==> src/rtl/alu_req_scheduler.sv <==
// Two-requester round-robin front end for a shared combinational ALU: registers the
// granted operands, waits a settle time, captures the ALU output and returns it tagged.
module alu_req_scheduler #(
    parameter int OP_W   = 3,
    parameter int ARG_W  = 4,
    parameter int RES_W  = 8,
    parameter int STAT_W = 4,
    parameter int SETTLE = 1,
    parameter int CNT_W  = 16
) (
    input  logic                 i_clk,
    input  logic                 i_reset,
    input  logic [1:0]           i_req_valid,
    output logic [1:0]           o_req_ready,
    input  logic [2*OP_W-1:0]    i_req_op,
    input  logic [2*ARG_W-1:0]   i_req_arg_A,
    input  logic [2*ARG_W-1:0]   i_req_arg_B,
    output logic [OP_W-1:0]      o_alu_op,
    output logic [ARG_W-1:0]     o_alu_arg_A,
    output logic [ARG_W-1:0]     o_alu_arg_B,
    input  logic [RES_W-1:0]     i_alu_result,
    input  logic [STAT_W-1:0]    i_alu_status,
    output logic                 o_rsp_valid,
    input  logic                 i_rsp_ready,
    output logic                 o_rsp_tag,
    output logic [RES_W-1:0]     o_rsp_result,
    output logic [STAT_W-1:0]    o_rsp_status,
    output logic                 o_busy,
    output logic [CNT_W-1:0]     o_op_count
);

    typedef enum logic [1:0] {
        IDLE    = 2'd0,
        ISSUE   = 2'd1,
        CAPTURE = 2'd2,
        RESP    = 2'd3
    } state_t;

    localparam logic [3:0] SETTLE_LD = 4'(SETTLE - 1);

    state_t             state;
    state_t             state_nxt;
    logic               last_grant;
    logic               grant;
    logic               accept;
    logic               tag;
    logic [3:0]         settle_cnt;
    logic [OP_W-1:0]    sel_op;
    logic [ARG_W-1:0]   sel_arg_a;
    logic [ARG_W-1:0]   sel_arg_b;

    function automatic logic [CNT_W-1:0] sat_inc(input logic [CNT_W-1:0] v);
        if (&v)
            return v;
        return v + {{(CNT_W-1){1'b0}}, 1'b1};
    endfunction

    // Arbitration depends only on request valids and registered state, never on ALU or response inputs.
    always_comb begin
        grant       = 1'b0;
        o_req_ready = 2'b00;
        if (i_req_valid == 2'b10)
            grant = 1'b1;
        else if (i_req_valid == 2'b11)
            grant = ~last_grant;
        if (state == IDLE && i_req_valid != 2'b00)
            o_req_ready = grant ? 2'b10 : 2'b01;
    end

    assign accept    = |o_req_ready;
    assign sel_op    = grant ? i_req_op[2*OP_W-1:OP_W]      : i_req_op[OP_W-1:0];
    assign sel_arg_a = grant ? i_req_arg_A[2*ARG_W-1:ARG_W] : i_req_arg_A[ARG_W-1:0];
    assign sel_arg_b = grant ? i_req_arg_B[2*ARG_W-1:ARG_W] : i_req_arg_B[ARG_W-1:0];
    assign o_busy    = (state != IDLE);

    always_ff @(posedge i_clk or negedge i_reset) begin
        if (!i_reset)
            state <= IDLE;
        else
            state <= state_nxt;
    end

    always_comb begin
        state_nxt = state;
        case (state)
            IDLE:    if (accept) state_nxt = ISSUE;
            ISSUE:   if (settle_cnt == 4'd0) state_nxt = CAPTURE;
            CAPTURE: state_nxt = RESP;
            RESP:    if (o_rsp_valid && i_rsp_ready) state_nxt = IDLE;
            default: state_nxt = IDLE;
        endcase
    end

    always_ff @(posedge i_clk or negedge i_reset) begin
        if (!i_reset) begin
            last_grant   <= 1'b1;
            tag          <= 1'b0;
            settle_cnt   <= 4'd0;
            o_alu_op     <= '0;
            o_alu_arg_A  <= '0;
            o_alu_arg_B  <= '0;
            o_rsp_valid  <= 1'b0;
            o_rsp_tag    <= 1'b0;
            o_rsp_result <= '0;
            o_rsp_status <= '0;
            o_op_count   <= '0;
        end else begin
            case (state)
                // Issue: operands are only ever loaded on the accept edge.
                IDLE: begin
                    if (accept) begin
                        o_alu_op    <= sel_op;
                        o_alu_arg_A <= sel_arg_a;
                        o_alu_arg_B <= sel_arg_b;
                        tag         <= grant;
                        last_grant  <= grant;
                        settle_cnt  <= SETTLE_LD;
                    end
                end
                ISSUE: begin
                    if (settle_cnt != 4'd0)
                        settle_cnt <= settle_cnt - 4'd1;
                end
                // Capture: ALU output has settled against stable operands.
                CAPTURE: begin
                    o_rsp_result <= i_alu_result;
                    o_rsp_status <= i_alu_status;
                    o_rsp_tag    <= tag;
                    o_rsp_valid  <= 1'b1;
                end
                // Response: everything held until the consumer takes it.
                RESP: begin
                    if (o_rsp_valid && i_rsp_ready) begin
                        o_rsp_valid <= 1'b0;
                        o_op_count  <= sat_inc(o_op_count);
                    end
                end
                default: ;
            endcase
        end
    end

endmodule

==> config.mk <==
export PLATFORM = sky130hd
export DESIGN_NAME = alu_req_scheduler
export DESIGN_NICKNAME = d
export VERILOG_FILES = /design/src/rtl/alu_req_scheduler.sv
export SDC_FILE = /design/constraint.sdc
export NUM_CORES = 1
export LEC_CHECK = 0
export CAP_MARGIN = 10
export CELL_PAD_IN_SITES_DETAIL_PLACEMENT = 0
export CELL_PAD_IN_SITES_GLOBAL_PLACEMENT = 1
export CORE_MARGIN = 2
export CORE_UTILIZATION = 30
export CTS_BUF_LIST = sky130_fd_sc_hd__clkbuf_16
export DETAILED_ROUTE_END_ITERATION = 10
export PLACE_DENSITY = 0.77
export SYNTH_ARGS = -nofsm -noshare
export SYNTH_HDL_FRONTEND = slang
export SYNTH_SLANG_ARGS = --single-unit
==> constraint.sdc <==
create_clock -name i_clk -period 1.85 [get_ports i_clk]
set_input_delay 0.185 -clock i_clk [delete_from_list [all_inputs] [get_ports i_clk]]
set_output_delay 0.185 -clock i_clk [all_outputs]
set_load 0.05 [all_outputs]
==> flow_summary.toml <==
[run_status]
outcome = "finished clean"

[global_routing]
grt_overflow_total = 0
grt_max_degree = 28
global_route_wire_length_before_repair_mm = 8.866
grt_pass1_vias = 1820
grt_antenna_before_repair = 0
global_route.usage.total_pct = 13.39

[die]
core-area_sq_mm = 0.007253
pin_count = 83
start_util_pct = 30.96
die_width_um = 90.53
num_rows = 31
die_h_um = 90.53
dieArea_sq_mm = 0.008195

[finish]
nFillCells = 692
final_cell_area_sq_mm = 0.003530
utilization_after_layout_pct = 48.66
post_route_cells_drive_above_1_share_pct = 20.61
area_growth_pct = 57.16
insertedDiodeCount = 0
design.final.nets = 341

[run]
maxCapViolCount = 0

[setup_path]
crit_type = "flop to primary output"
worst_ep_required_time_ns = 1.66
worst-path-max-fanout = 4
arr_time_crit_path_ns = 1.58
worst_r2r_path_depth = 5
timing.rr.start = "state[0]"
setup.worst_path.start_class = "flop"
endpoint_of_the_worst_register_to_register_path = "settle_cnt[3]"
crit_end = "o_op_count[8]"
timing.critical_path.to_type = "primary output"
startpoint = "o_op_count[8]"
reg2reg_slack_ns = 0.09

[timing]
final.period_utilization_pct = 95.54
slew_viol_final = 0
final.setup_skew_ns = 0.004718
slew_headroom_pct = 61.58
finalSetupViolations = 0
hold_viol = 0
final_period_minus_worst_setup_slack_ns = 1.767
tightestPinTransition_ns = 0.5764
achievable-frequency_mhz = 565.8
fin_ws_ns = 0.08257
grt_setup_unrepaired = "false"

[detailed_routing]
drt-wirelength-per-cell_um = 13.55
drt_pre_antenna_iters = 4
routed-via-count = 1834
ant_nets = 0
drc = 0
routed_via_density = 4.643
dr.first_iter.drc_count = 92
total_detailed_routing_wirelength_mm = 5.351

[synth]
share_of_synthesized_area_occupied_by_flip_flops_and_latches_pct = 54.65
syn-num-nets = 236
post_synth_num_cell_types = 34
synth_area_per_cell_sq_um = 11.82
yosys_warnings = 0
number_of_instances_in_the_synthesized_netlist = 190
register_bit_count_reported_by_yosys = 49
synth.cell_area_sq_mm = 0.002246

[clocking]
clk-insertion-delay-late_ns = 0.29
clock_tree.buffer_depth = 2
clk_root_buffer_cell = "sky130_fd_sc_hd__clkbuf_16"
clock_tree_from_tritoncts = "built"
cts.clk_slew.worst_paths_ns = 0.07
htree_levels = 2
clkSinkCount = 49
numCtsBuffers = 5

[min_path]
hold_removal_path_class = "input port to async pin"

[power]
vdd_ir_drop_max_mv = 0.9874
leakagePower_nw = 1.633
power-per-cell-area_mw_per_mm2 = 1708

[placed_design]
final_replace_weighted_congestion = 0.7670
detailedPlacementHpwl_mm = 3.811
dpl_cell_area_sq_mm = 0.003316
io_buffer_count = 82
place_worst_setup_slack_ns = 0.007981
## placed cells by master, fill, tap and decap left out, drive strengths merged, types with 3 or more instances in the layout
master	instances
and3	4
ha	7
inv	19
dfrtp	48
a222oi	11
mux2	15
xor2	14
nor4b	3
nand3	3
clkbuf	5
nor2	8
buf	26
nand2	11
nor4	7
clkdlybuf4s50	76
nand4	4
or3	3
nor3	6
a21oi	3
o21ai	4
## how the worst min path moves through the flow
stage / start / end / slack, ns / depth (start not counted)
3_3_place_gp: i_reset / o_alu_arg_B[0] / 0.22 / 1
5_1_grt: i_reset / o_alu_arg_B[1] / 0.48 / 2
2_1_floorplan: i_reset / o_alu_arg_A[0] / -0.11 / 0
4_1_cts: i_reset / o_alu_arg_B[1] / 0.45 / 2
3_5_place_dp: i_reset / o_alu_arg_B[0] / 0.22 / 1
6_report: i_reset / o_alu_arg_B[1] / 0.43 / 2
## cells in the mapped netlist
cell type,instances,area [sq um]
sky130_fd_sc_hd__nor2_2,1,6.260
sky130_fd_sc_hd__o21ai_0,4,20.02
sky130_fd_sc_hd__nand2b_1,2,12.51
sky130_fd_sc_hd__nand4_4,1,21.27
sky130_fd_sc_hd__nand4_1,3,18.77
sky130_fd_sc_hd__nand2_1,11,41.29
sky130_fd_sc_hd__a21oi_1,3,15.01
sky130_fd_sc_hd__and2_1,1,6.260
sky130_fd_sc_hd__inv_1,19,71.32
sky130_fd_sc_hd__ha_1,7,87.58
sky130_fd_sc_hd__a21boi_0,1,7.510
sky130_fd_sc_hd__dfrtp_1,48,1201
sky130_fd_sc_hd__a222oi_1,11,110.1
sky130_fd_sc_hd__nor4b_4,1,23.77
sky130_fd_sc_hd__clkbuf_1,5,18.77
sky130_fd_sc_hd__and3_1,4,25.02
sky130_fd_sc_hd__nor4bb_1,1,10.01
sky130_fd_sc_hd__nand3_2,1,10.01
sky130_fd_sc_hd__a211oi_1,1,7.510
sky130_fd_sc_hd__mux2_4,1,15.01
sky130_fd_sc_hd__o22ai_1,1,6.260
sky130_fd_sc_hd__nor2_1,7,26.28
sky130_fd_sc_hd__dfstp_2,1,26.28
sky130_fd_sc_hd__nor3_1,6,30.03
sky130_fd_sc_hd__nor4_1,7,43.79
sky130_fd_sc_hd__or3_1,3,18.77
sky130_fd_sc_hd__nor4b_1,2,17.52
sky130_fd_sc_hd__xnor2_1,2,17.52
sky130_fd_sc_hd__mux2i_1,1,10.01
sky130_fd_sc_hd__nor3b_1,2,15.01
sky130_fd_sc_hd__nand3_1,2,10.01
sky130_fd_sc_hd__a21o_1,2,15.01
sky130_fd_sc_hd__mux2_2,14,157.7
sky130_fd_sc_hd__xor2_1,14,122.6
## worst max-delay path: stages (launching register included)
cell,delay (ns)
sky130_fd_sc_hd__dfrtp_1,0.37
sky130_fd_sc_hd__buf_4,0.13
sky130_fd_sc_hd__clkdlybuf4s50_1,0.80
## stage by stage
step / total power, mW / std cells / TNS (ns) / hold WS [ns]
detailed placement: 5.114 / 380 / 0 / 0.2161
CTS: 6.052 / 389 / 0 / 0.4456
floorplan: 3.899 / 190 / -0.08911 / -0.1106
finish: 6.030 / 395 / 0 / 0.4292
global route: 6.404 / 395 / 0 / 0.4800
global placement: 5.061 / 380 / 0 / 0.2175
## registers in the layout (all words and copies together), names as in the netlist
| register | flops |
|---|---|
| last_grant | 1 |
| o_alu_arg_A | 4 |
| o_alu_arg_B | 4 |
| o_alu_op | 3 |
| o_op_count | 16 |
| o_rsp_result | 8 |
| o_rsp_status | 4 |
| o_rsp_tag | 1 |
| o_rsp_valid | 1 |
| settle_cnt | 4 |
| state | 2 |
| tag | 1 |
## logic make-up (layout without fill, tap and decap cells)
kind of cell               count (synthesis)  count (layout)  synth area share, %
and+or+nand+nor                           55              55                14.99
DFF                                       49              49                54.65
buffers and inverters                     24             130                4.011
AOI/OAI and AO/OA                         23              23                8.078
xor gates and xnor gates                  16              16                6.240
muxes                                     16              16                8.133
adders and majority gates                  7               7                3.900
## layer usage
metal  share of wire [%]  vias up  GRT usage, %
li1                    -      886             -
met1                  47      887         17.50
met2                  47       56         21.33
met3                 5.2        5         3.506
met4                 1.3        0         5.000
met5                   0        -             0
## cell type report
class                      instances  area (sq um)  area share, %
clock buffer                       5         125.1          3.545
clock inverter                     3         17.52         0.4963
inverter                          19         71.32          2.021
multi-input combinational        117         940.9          26.66
sequential                        49          1234          34.95
tap                               99         123.9          3.509
timing repair buffer             103          1017          28.82
## repair_timing
action	4_1_cts	5_1_grt
gates resized for setup	1	3
buffers inserted	0	6
hold endpoints to repair	21	0
hold buffers	1	0
endpoints found under the setup margin	1	3
## power by group
part           switching, mW  leakage, nW  internal, mW  total [mW]
Sequential             0.262        0.602          1.49        1.75
Clock                  0.397       0.0696         0.496       0.893
Combinational           1.97        0.962          1.42        3.39
Power figures use the tool's default switching activity.
